### config.mk
export PLATFORM = sky130hd
export DESIGN_NAME = writeback
export DESIGN_NICKNAME = d
export VERILOG_FILES = /design/src/rtl/mips_defs.sv /design/src/rtl/regfile_2r1w.sv /design/src/rtl/writeback.sv
export SDC_FILE = /design/constraint.sdc
export NUM_CORES = 2
export LEC_CHECK = 0
export BUFFER_PORTS_ARGS = -buffer_cell sky130_fd_sc_hd__buf_2
export CORE_MARGIN = 3
export CORE_UTILIZATION = 35
export DETAILED_ROUTE_END_ITERATION = 16
export SLEW_MARGIN = 5
export SYNTH_ARGS = -nofsm -noshare
export SYNTH_HDL_FRONTEND = slang
export SYNTH_SLANG_ARGS = --single-unit
### constraint.sdc
create_clock -name clk -period 2.5 [get_ports clk]
set_clock_uncertainty 0.15 [all_clocks]
set_input_delay 0.125 -clock clk [delete_from_list [all_inputs] [get_ports clk]]
set_output_delay 0.125 -clock clk [all_outputs]
set_load 0.02 [all_outputs]
### src/rtl/mips_defs.sv
// Shared MIPS pipeline constants (register-file geometry and write-back
// source select encodings). Imported by the memory, decode and write-back
// stages so that all of them agree on the encodings.
package mips_defs;

  localparam int          REG_ADDR_W = 5;
  localparam int          NUM_REGS   = 32;
  localparam logic [4:0]  REG_ZERO   = 5'd0;

  localparam logic        RD_SEL_ALU = 1'b0;
  localparam logic        RD_SEL_MEM = 1'b1;

endpackage

### src/rtl/regfile_2r1w.sv
// 32 x WORD_SIZE general-purpose register file: two combinational read
// ports, one synchronous write port, $0 hardwired to zero, and a
// same-cycle write->read bypass.
// Ports:
//   clk, rst_n         clock, asynchronous active-low reset (clears all regs)
//   we                 write enable (already qualified for $0 by caller or here)
//   waddr, wdata       write index and value
//   raddr_a, raddr_b   read indices
//   rdata_a, rdata_b   read data (combinational, bypassed)
module regfile_2r1w
  import mips_defs::*;
#(
  parameter int WORD_SIZE = 32
) (
  input  logic                  clk,
  input  logic                  rst_n,
  input  logic                  we,
  input  logic [REG_ADDR_W-1:0] waddr,
  input  logic [WORD_SIZE-1:0]  wdata,
  input  logic [REG_ADDR_W-1:0] raddr_a,
  input  logic [REG_ADDR_W-1:0] raddr_b,
  output logic [WORD_SIZE-1:0]  rdata_a,
  output logic [WORD_SIZE-1:0]  rdata_b
);

  logic [WORD_SIZE-1:0] gpr_q [NUM_REGS];
  logic [WORD_SIZE-1:0] gpr_d [NUM_REGS];
  logic                 wr_ok;

  // $0 is never written, so its storage stays at its reset value of 0.
  assign wr_ok = we && (waddr != REG_ZERO);

  always_comb begin
    gpr_d = gpr_q;
    if (wr_ok) begin
      gpr_d[waddr] = wdata;
    end
  end

  always_ff @(posedge clk or negedge rst_n) begin
    if (!rst_n) begin
      for (int i = 0; i < NUM_REGS; i++) begin
        gpr_q[i] <= '0;
      end
    end else begin
      gpr_q <= gpr_d;
    end
  end

  // Reads return 0 while in reset so a write presented during reset cannot
  // leak through the bypass path.
  always_comb begin
    if (!rst_n || raddr_a == REG_ZERO)             rdata_a = '0;
    else if (wr_ok && raddr_a == waddr)            rdata_a = wdata;
    else                                           rdata_a = gpr_q[raddr_a];
  end

  always_comb begin
    if (!rst_n || raddr_b == REG_ZERO)             rdata_b = '0;
    else if (wr_ok && raddr_b == waddr)            rdata_b = wdata;
    else                                           rdata_b = gpr_q[raddr_b];
  end

`ifndef SYNTHESIS
  // Simulation-only view of the register contents for debug.
  logic [WORD_SIZE-1:0] dbg_gpr [NUM_REGS];
  assign dbg_gpr = gpr_q;

  always_ff @(posedge clk) begin
    if (rst_n) begin
      assert (dbg_gpr[REG_ZERO] == '0)
        else $error("regfile: $0 holds a nonzero value");
    end
  end
`endif

endmodule

### src/rtl/writeback.sv
// MIPS write-back stage: selects the ALU or load result from mem->wb,
// writes it into the register file, serves the decode read ports, keeps a
// one-cycle registered record of the last write for ex-stage forwarding,
// and counts architecturally effective writes.
// Ports:
//   clk, rst_n                          clock, asynchronous active-low reset
//   alu_data_mem_wb, mem_data_mem_wb    candidate write-back values
//   rd_en_mem_wb, rd_addr_mem_wb        destination enable / index
//   rd_data_sel_mem_wb                  1 = load data, 0 = ALU result
//   rs_addr_id, rt_addr_id              decode read indices
//   rs_data_id, rt_data_id              decode read data (combinational)
//   rd_en_wb_ex, rd_addr_wb_ex,
//   rd_data_wb_ex                       registered copy of last cycle's write
//   wr_count                            retired effective-write counter (wraps)
module writeback
  import mips_defs::*;
#(
  parameter int WORD_SIZE = 32,
  parameter int CNT_SIZE  = 32
) (
  input  logic                  clk,
  input  logic                  rst_n,
  input  logic [WORD_SIZE-1:0]  alu_data_mem_wb,
  input  logic [WORD_SIZE-1:0]  mem_data_mem_wb,
  input  logic                  rd_en_mem_wb,
  input  logic [REG_ADDR_W-1:0] rd_addr_mem_wb,
  input  logic                  rd_data_sel_mem_wb,
  input  logic [REG_ADDR_W-1:0] rs_addr_id,
  input  logic [REG_ADDR_W-1:0] rt_addr_id,
  output logic [WORD_SIZE-1:0]  rs_data_id,
  output logic [WORD_SIZE-1:0]  rt_data_id,
  output logic                  rd_en_wb_ex,
  output logic [REG_ADDR_W-1:0] rd_addr_wb_ex,
  output logic [WORD_SIZE-1:0]  rd_data_wb_ex,
  output logic [CNT_SIZE-1:0]   wr_count
);

  logic [WORD_SIZE-1:0]  wb_data;
  logic                  we;

  logic                  rd_en_q,   rd_en_d;
  logic [REG_ADDR_W-1:0] rd_addr_q, rd_addr_d;
  logic [WORD_SIZE-1:0]  rd_data_q, rd_data_d;
  logic [CNT_SIZE-1:0]   cnt_q,     cnt_d;

  assign wb_data = (rd_data_sel_mem_wb == RD_SEL_MEM) ? mem_data_mem_wb : alu_data_mem_wb;
  // A write to $0 has no architectural effect, so it is neither stored,
  // forwarded as valid, nor counted.
  assign we      = rd_en_mem_wb && (rd_addr_mem_wb != REG_ZERO);

  regfile_2r1w #(
    .WORD_SIZE (WORD_SIZE)
  ) u_regfile (
    .clk     (clk),
    .rst_n   (rst_n),
    .we      (we),
    .waddr   (rd_addr_mem_wb),
    .wdata   (wb_data),
    .raddr_a (rs_addr_id),
    .raddr_b (rt_addr_id),
    .rdata_a (rs_data_id),
    .rdata_b (rt_data_id)
  );

  // Address/data of the forward record follow the input every cycle;
  // ex only trusts them when rd_en_wb_ex is set.
  always_comb begin
    rd_en_d   = we;
    rd_addr_d = rd_addr_mem_wb;
    rd_data_d = wb_data;
    cnt_d     = cnt_q;
    if (we) begin
      cnt_d = cnt_q + CNT_SIZE'(1);
    end
  end

  always_ff @(posedge clk or negedge rst_n) begin
    if (!rst_n) begin
      rd_en_q   <= 1'b0;
      rd_addr_q <= '0;
      rd_data_q <= '0;
      cnt_q     <= '0;
    end else begin
      rd_en_q   <= rd_en_d;
      rd_addr_q <= rd_addr_d;
      rd_data_q <= rd_data_d;
      cnt_q     <= cnt_d;
    end
  end

  assign rd_en_wb_ex   = rd_en_q;
  assign rd_addr_wb_ex = rd_addr_q;
  assign rd_data_wb_ex = rd_data_q;
  assign wr_count      = cnt_q;

endmodule

## Word-level counts from Yosys, hierarchy flattened

Cells that the tools add are included.

- Equality and inequality tests: 2
- Div/mod/pow operators: 0
- Shift operators: 0
- Bitwise operators: 3
- $add $sub $neg: 1
- Multipliers: 0
- Muxes and demuxes: 14
- Reductions and logical operators: 11
- $lt $le $gt $ge: 4

Operators with widths:

| cell | count |
|---|---|
| $bwmux 1024 | 1 |
| $bmux 32 s5 | 2 |
| $mux 32 | 10 |
| $demux 32 s5 | 1 |
| $add 32x1->32 const B | 1 |
| $ge 6x6->1 const B | 3 |
| $not 5->6 | 3 |
| $eq 5x5->1 | 2 |
| $logic_not 5->1 | 2 |
| $lt 6x1->1 const B | 1 |
| $logic_and 1x1->1 | 5 |
| $reduce_bool 5->1 | 1 |
| $logic_or 1x1->1 | 2 |
| $logic_not 1->1 | 1 |

- Output and inout port bits: 134
- Memories kept: 0
- Logic and storage cells: 71
- Bits of input ports: 83
- Bits in writable memories: 0
- Register bits: 1,094
- Bits in read-only memories: 0
- Latch bits: 0

## Depth between registers and ports, before layout

- Depth after elaboration: 6
- Gate-level depth with buffers: 9
- Gate-level depth less buffers: 5

## Cells and area by module

A second synthesis with hierarchy kept.

- Cells, all modules: 4,002
- Area total of the unflattened synthesis: 57,929.3 um^2

By module, submodules not included:

| module | cells each | instances | seq. area each (um^2) | area an instance (um^2) |
|---|---|---|---|---|
| regfile_2r1w | 3,790 | 1 | 25,624.6 | 55,095.3 |
| writeback | 212 | 1 | 1,751.7 | 2,834.0 |

## Worst setup path before layout

No wires, ideal clock.

- Path type: input-to-output
- Start point: input port rs_addr_id[0]
- End point: output port rs_data_id[15]
- Buffers on the path: 4
- Setup slack: 376 ps
- Data required time: 2,225 ps
- Arrival time: 1,849 ps
- Stages on the path: 8
- Path through: buf_2 > buf_2 > buf_4 > and2_0 > clkbuf_1 > a22oi_1 > a21oi_1 > o32ai_1

- Longest elaborated chain between the ends: 6
- Elaborated cells between the ends (all ways): 10
- Those cells by class: eq/ne: 1; mux: 5; bitwise: 1; reduce/logical: 3

Ends and longest elaborated chain:

| item | RTL line | RTL |
|---|---|---|
| from (decl) | writeback.sv:28 | `input logic [REG_ADDR_W-1:0] rs_addr_id,` |
| $not 5->6 (not written as such) | regfile_2r1w.sv:55 | `else rdata_a = gpr_q[raddr_a];` |
| $bmux 32 s5 | regfile_2r1w.sv:55 |  |
| $mux 32 (not written as such) (2 in a row) | regfile_2r1w.sv:55 |  |
| $mux 32 | regfile_2r1w.sv:54 | `else if (wr_ok && raddr_a == waddr) rdata_a = wdata;` |
| $mux 32 (*) | regfile_2r1w.sv:53 | `if (!rst_n \|\| raddr_a == REG_ZERO) rdata_a = '0;` |
| to (decl) | writeback.sv:30 | `output logic [WORD_SIZE-1:0] rs_data_id,` |

Every way passes the cells marked *; elsewhere a longest branch is shown, timed or not. The select of a mux whose other input is x is not followed.

## Worst setup path after layout

- Start point: register u_regfile.gpr_q[892] (netlist name)
- End point: output port rs_data_id[28]

- Longest elaborated chain between the ends: 5

Ends and longest elaborated chain:

| item | RTL line | RTL |
|---|---|---|
| from (decl) | regfile_2r1w.sv:26 | `logic [WORD_SIZE-1:0] gpr_q [NUM_REGS];` |
| from (signal assigned) | regfile_2r1w.sv:46 | `gpr_q <= gpr_d;` |
| $bmux 32 s5 | regfile_2r1w.sv:55 |  |
| $mux 32 (not written as such) (2 in a row) | regfile_2r1w.sv:55 |  |
| $mux 32 | regfile_2r1w.sv:54 |  |
| $mux 32 | regfile_2r1w.sv:53 |  |

No other way between the ends. The select of a mux whose other input is x is not followed.

==> metrics.md <==
| Metric | Value |
|---|---|
| Distinct cells, synth | 54 |
| GR Util All Layers | 26.31% |
| First-pass GRT wire length | 311800 um |
| Mapped Avg Cell Area | 11.02 um^2 |
| RSZ-0062 raised after global routing | true |
| Worst-Skew Late Latency | 0.77 ns |
| Via density | 5.962 |
| Post-route DRC | 0 |
| Fin Setup TNS | -10.47 ns |
| Final Max Slew Viols | 0 |
| DP Worst Slack | -0.4581 ns |
| Remaining global-route overflow | 0 |
| Row cnt | 144 |
| Syn Nets | 5054 |
| FF+latch count, synth | 1094 |
| FF-to-FF path depth | 7 |
| Register area share after synthesis | 49.96% |
| Final Cell Area | 69400 um^2 |
| Type of the worst setup path | flop to output pin |
| Initial antenna violation count | 7 |
| Iter 0 DRT Violations | 5650 |
| R2R Path Start | wr_count[2] |
| Synthesis warning total | 0 |
| Area growth syn-to-layout | 26.65% |
| Final HPWL DP | 134100 um |
| IO Pins | 217 |
| CTS Buf Count | 119 |
| Vias in the first global route | 44330 |
| R2r setup slk | 0.32 ns |
| R2R Path End | wr_count[27] |
| Setup crit start kind | flop |
| CP Capture Point | rs_data_id[28] |
| Die width | 401.7 um |
| Placer congestion estimate | 0.8938 |
| Starting Density | 35.40% |
| Die area | 161300 um^2 |
| Critical Path Fanout Max | 3 |
| CTS tree | built |
| Leak | 29.68 nW |
| Biggest area consumer among synthesized cells | dfrtp_1 |
| Root Driver | clkbuf_16 |
| Filler instances | 14050 |
| Routed wire length | 215900 um |
| Asr flop ratio synth | 100.0% |
| WL/cell | 28.90 um |
| Setup crit start | u_regfile.gpr_q[892] |
| Worst path top cell family by delay | multiplexers |
| I/O Buffers | 216 |
| Slowest stage delay, CP | 0.51 ns |
| Fmax | 339.1 MHz |
| Synth top area cells | dfrtp_1 50%, mux4_2 18%, o21ai_0 6.1% |
| Worst-Margin Slew | 1.095 ns |
| Vias | 44540 |
| H-tree levels | 3 |
| Maximum VDD drop | 0.6045 mV |
| Post-synth EDFFs | 0 |
| Pwr Density | 801.5 nW/um^2 |
| Worst path slowest cell | mux4_2 |
| Cell area after synthesis | 54790 um^2 |
| Post-synth top flop | dfrtp_1 |
| Overall power | 55.62 mW |
| Antenna viol nets, final | 0 |
| Critical Path RT | 2.23 ns |
| Setup ws final | -0.4492 ns |
| Crit-path cells | mux4_2 -> nor2_2 -> a21oi_1 -> a221oi_4 -> o32ai_2 -> buf_4 -> buf_6 |
| Num Clock Sinks | 1094 |
| Slew margin rel. | 26.99% |
| Critical path buffers and inverters | 2 |
| Max Root-Sink Buffers | 3 |
| Finished Core Util | 44.84% |
| Failing checks | setup timing |
| Core area | 154800 um^2 |
| Die height | 401.7 um |
| Yosys top cell area share | 49.96% |
| Clk pin slew, worst setup/hold paths | 0.06 ns |
| Status | finished, violations left |
| Max cap viols | 0 |
| Fin. Hold Viols | 0 |
| Layout cells sized above 1 | 30.92% |
| Minimum clock period | 2.949 ns |
| Period utilization | 118.0% |
| Post-Syn Instances | 4970 |
| WP depth | 7 |
| CP arrival | 2.67 ns |
| Drt pass-1 iters | 5 |
| Final nets | 5409 |
| Setup violators final | 64 |
| Pin count of the biggest net entering global routing | 184 |
| Post-DP Area | 61520 um^2 |
| Hold Crit Class | input port to asynchronous set/reset pin |
| Critical Path End Type | output pin |
cells in the final DEF (no fill, tap or decap), types with 24 or more instances in the layout:
cell and count:
buf_6 66, o22ai_4 36, o22ai_1 34, clkbuf_1 27, o22ai_2 99, clkbuf_16 121
dlygate4sd3_1 69, nor2_1 405, mux2i_1 136, mux2_2 31, nand2_1 653, a22o_1 30
xnor2_1 24, mux4_2 434, o21ai_0 631, a21oi_1 406, dfrtp_1 1094, o22a_1 26
mux2i_4 39, buf_12 132, inv_1 34, buf_4 335, buf_2 149, clkbuf_8 33
metrics by stage:
step,instances,hold WS (ns)
5_1_grt,7469,0.03697
3_5_place_dp,7105,0.06730
3_3_place_gp,7105,0.06608
6_report,7470,0.003824
4_1_cts,7445,0.002873
2_1_floorplan,4970,-0.3206
metal layers:
layer	track usage [%]	up-vias	share of wire, %
li1	-	18830	-
met1	33.81	22690	38
met2	41.17	2426	46
met3	6.127	587	10
met4	14.48	4	6.1
met5	0	-	0.010
power by group:
group / switching [mW] / total, mW / internal, mW
clock: 7.83 / 18.5 / 10.7
combinational: 6.44 / 13.1 / 6.65
sequential: 2.76 / 24.0 / 21.2
tightest hold or removal path: stages:
cell and delay, ns:
buf_8 0.10, dlygate4sd3_1 0.75, buf_12 0.35
logic make-up after synthesis:
kind of cell,Yosys count,synth area share [%]
compound gates,1390,13.98
xor+xnor,41,0.6554
fa+ha+maj,1,0.02283
buf+inv,563,4.334
flops,1094,49.96
mux,649,21.85
simple gates,1232,9.194
worst min-delay path by stage:
| stage | endpoint | slack, ns | cells after the start |
|---|---|---|---|
| 2_1_floorplan | rd_addr_wb_ex[0] | -0.32 | 0 |
| 3_3_place_gp | u_regfile.gpr_q[69] | 0.07 | 2 |
| 3_5_place_dp | u_regfile.gpr_q[69] | 0.07 | 2 |
| 4_1_cts | rd_en_wb_ex | 0.003 | 5 |
| 5_1_grt | u_regfile.gpr_q[444] | 0.04 | 5 |
| 6_report | u_regfile.gpr_q[100] | 0.004 | 3 |
timing repair:
action                                 in CTS  in global routing
setup buffers                              64                 24
gates cloned                                0                  2
setup endpoints to repair                  64                 74
pin swaps                                 105                 65
hold buffers                               74                  1
endpoints found under the hold margin    2083                  8
resized for setup                         387                111
sequential cells by signal (all words and copies together) (netlist names):
| register | cells |
|---|---|
| rd_en_wb_ex | 1 |
| wr_count | 32 |
| rd_data_wb_ex | 32 |
| u_regfile.gpr_q | 1024 |
| rd_addr_wb_ex | 5 |
cell type report:
cell class | count | area [um^2] | share of cell area, %
Multi-Input combinational cell | 3313 | 27700 | 39.92
Antenna cell | 3 | 7.507 | 0.01082
Inverter | 35 | 131.4 | 0.1893
Tap cell | 2044 | 2557 | 3.685
Timing Repair Buffer | 762 | 7512 | 10.83
Clock inverter | 40 | 573.1 | 0.8258
Sequential cell | 1094 | 27380 | 39.45
Clock buffer | 179 | 3533 | 5.092
Yosys cell counts, drive strengths merged (4+ instances only):
library cell	n
nor3	4
buf	149
and3	7
nor2	423
nor3b	4
a311oi	6
nor2b	4
nor4	39
a22oi	22
o221ai	15
a22o	30
and2	5
inv	35
o32ai	9
dfrtp	1094
o22ai	169
o22a	26
xor2	17
mux4	434
mux2i	179
nand4	21
nand2	670
nand3	24
a21oi	408
clkbuf	379
or3	5
mux2	36
o2bb2ai	17
o21ai	676
and4	7
xnor2	24
nand3b	9
(Power assumes the default switching activity.)
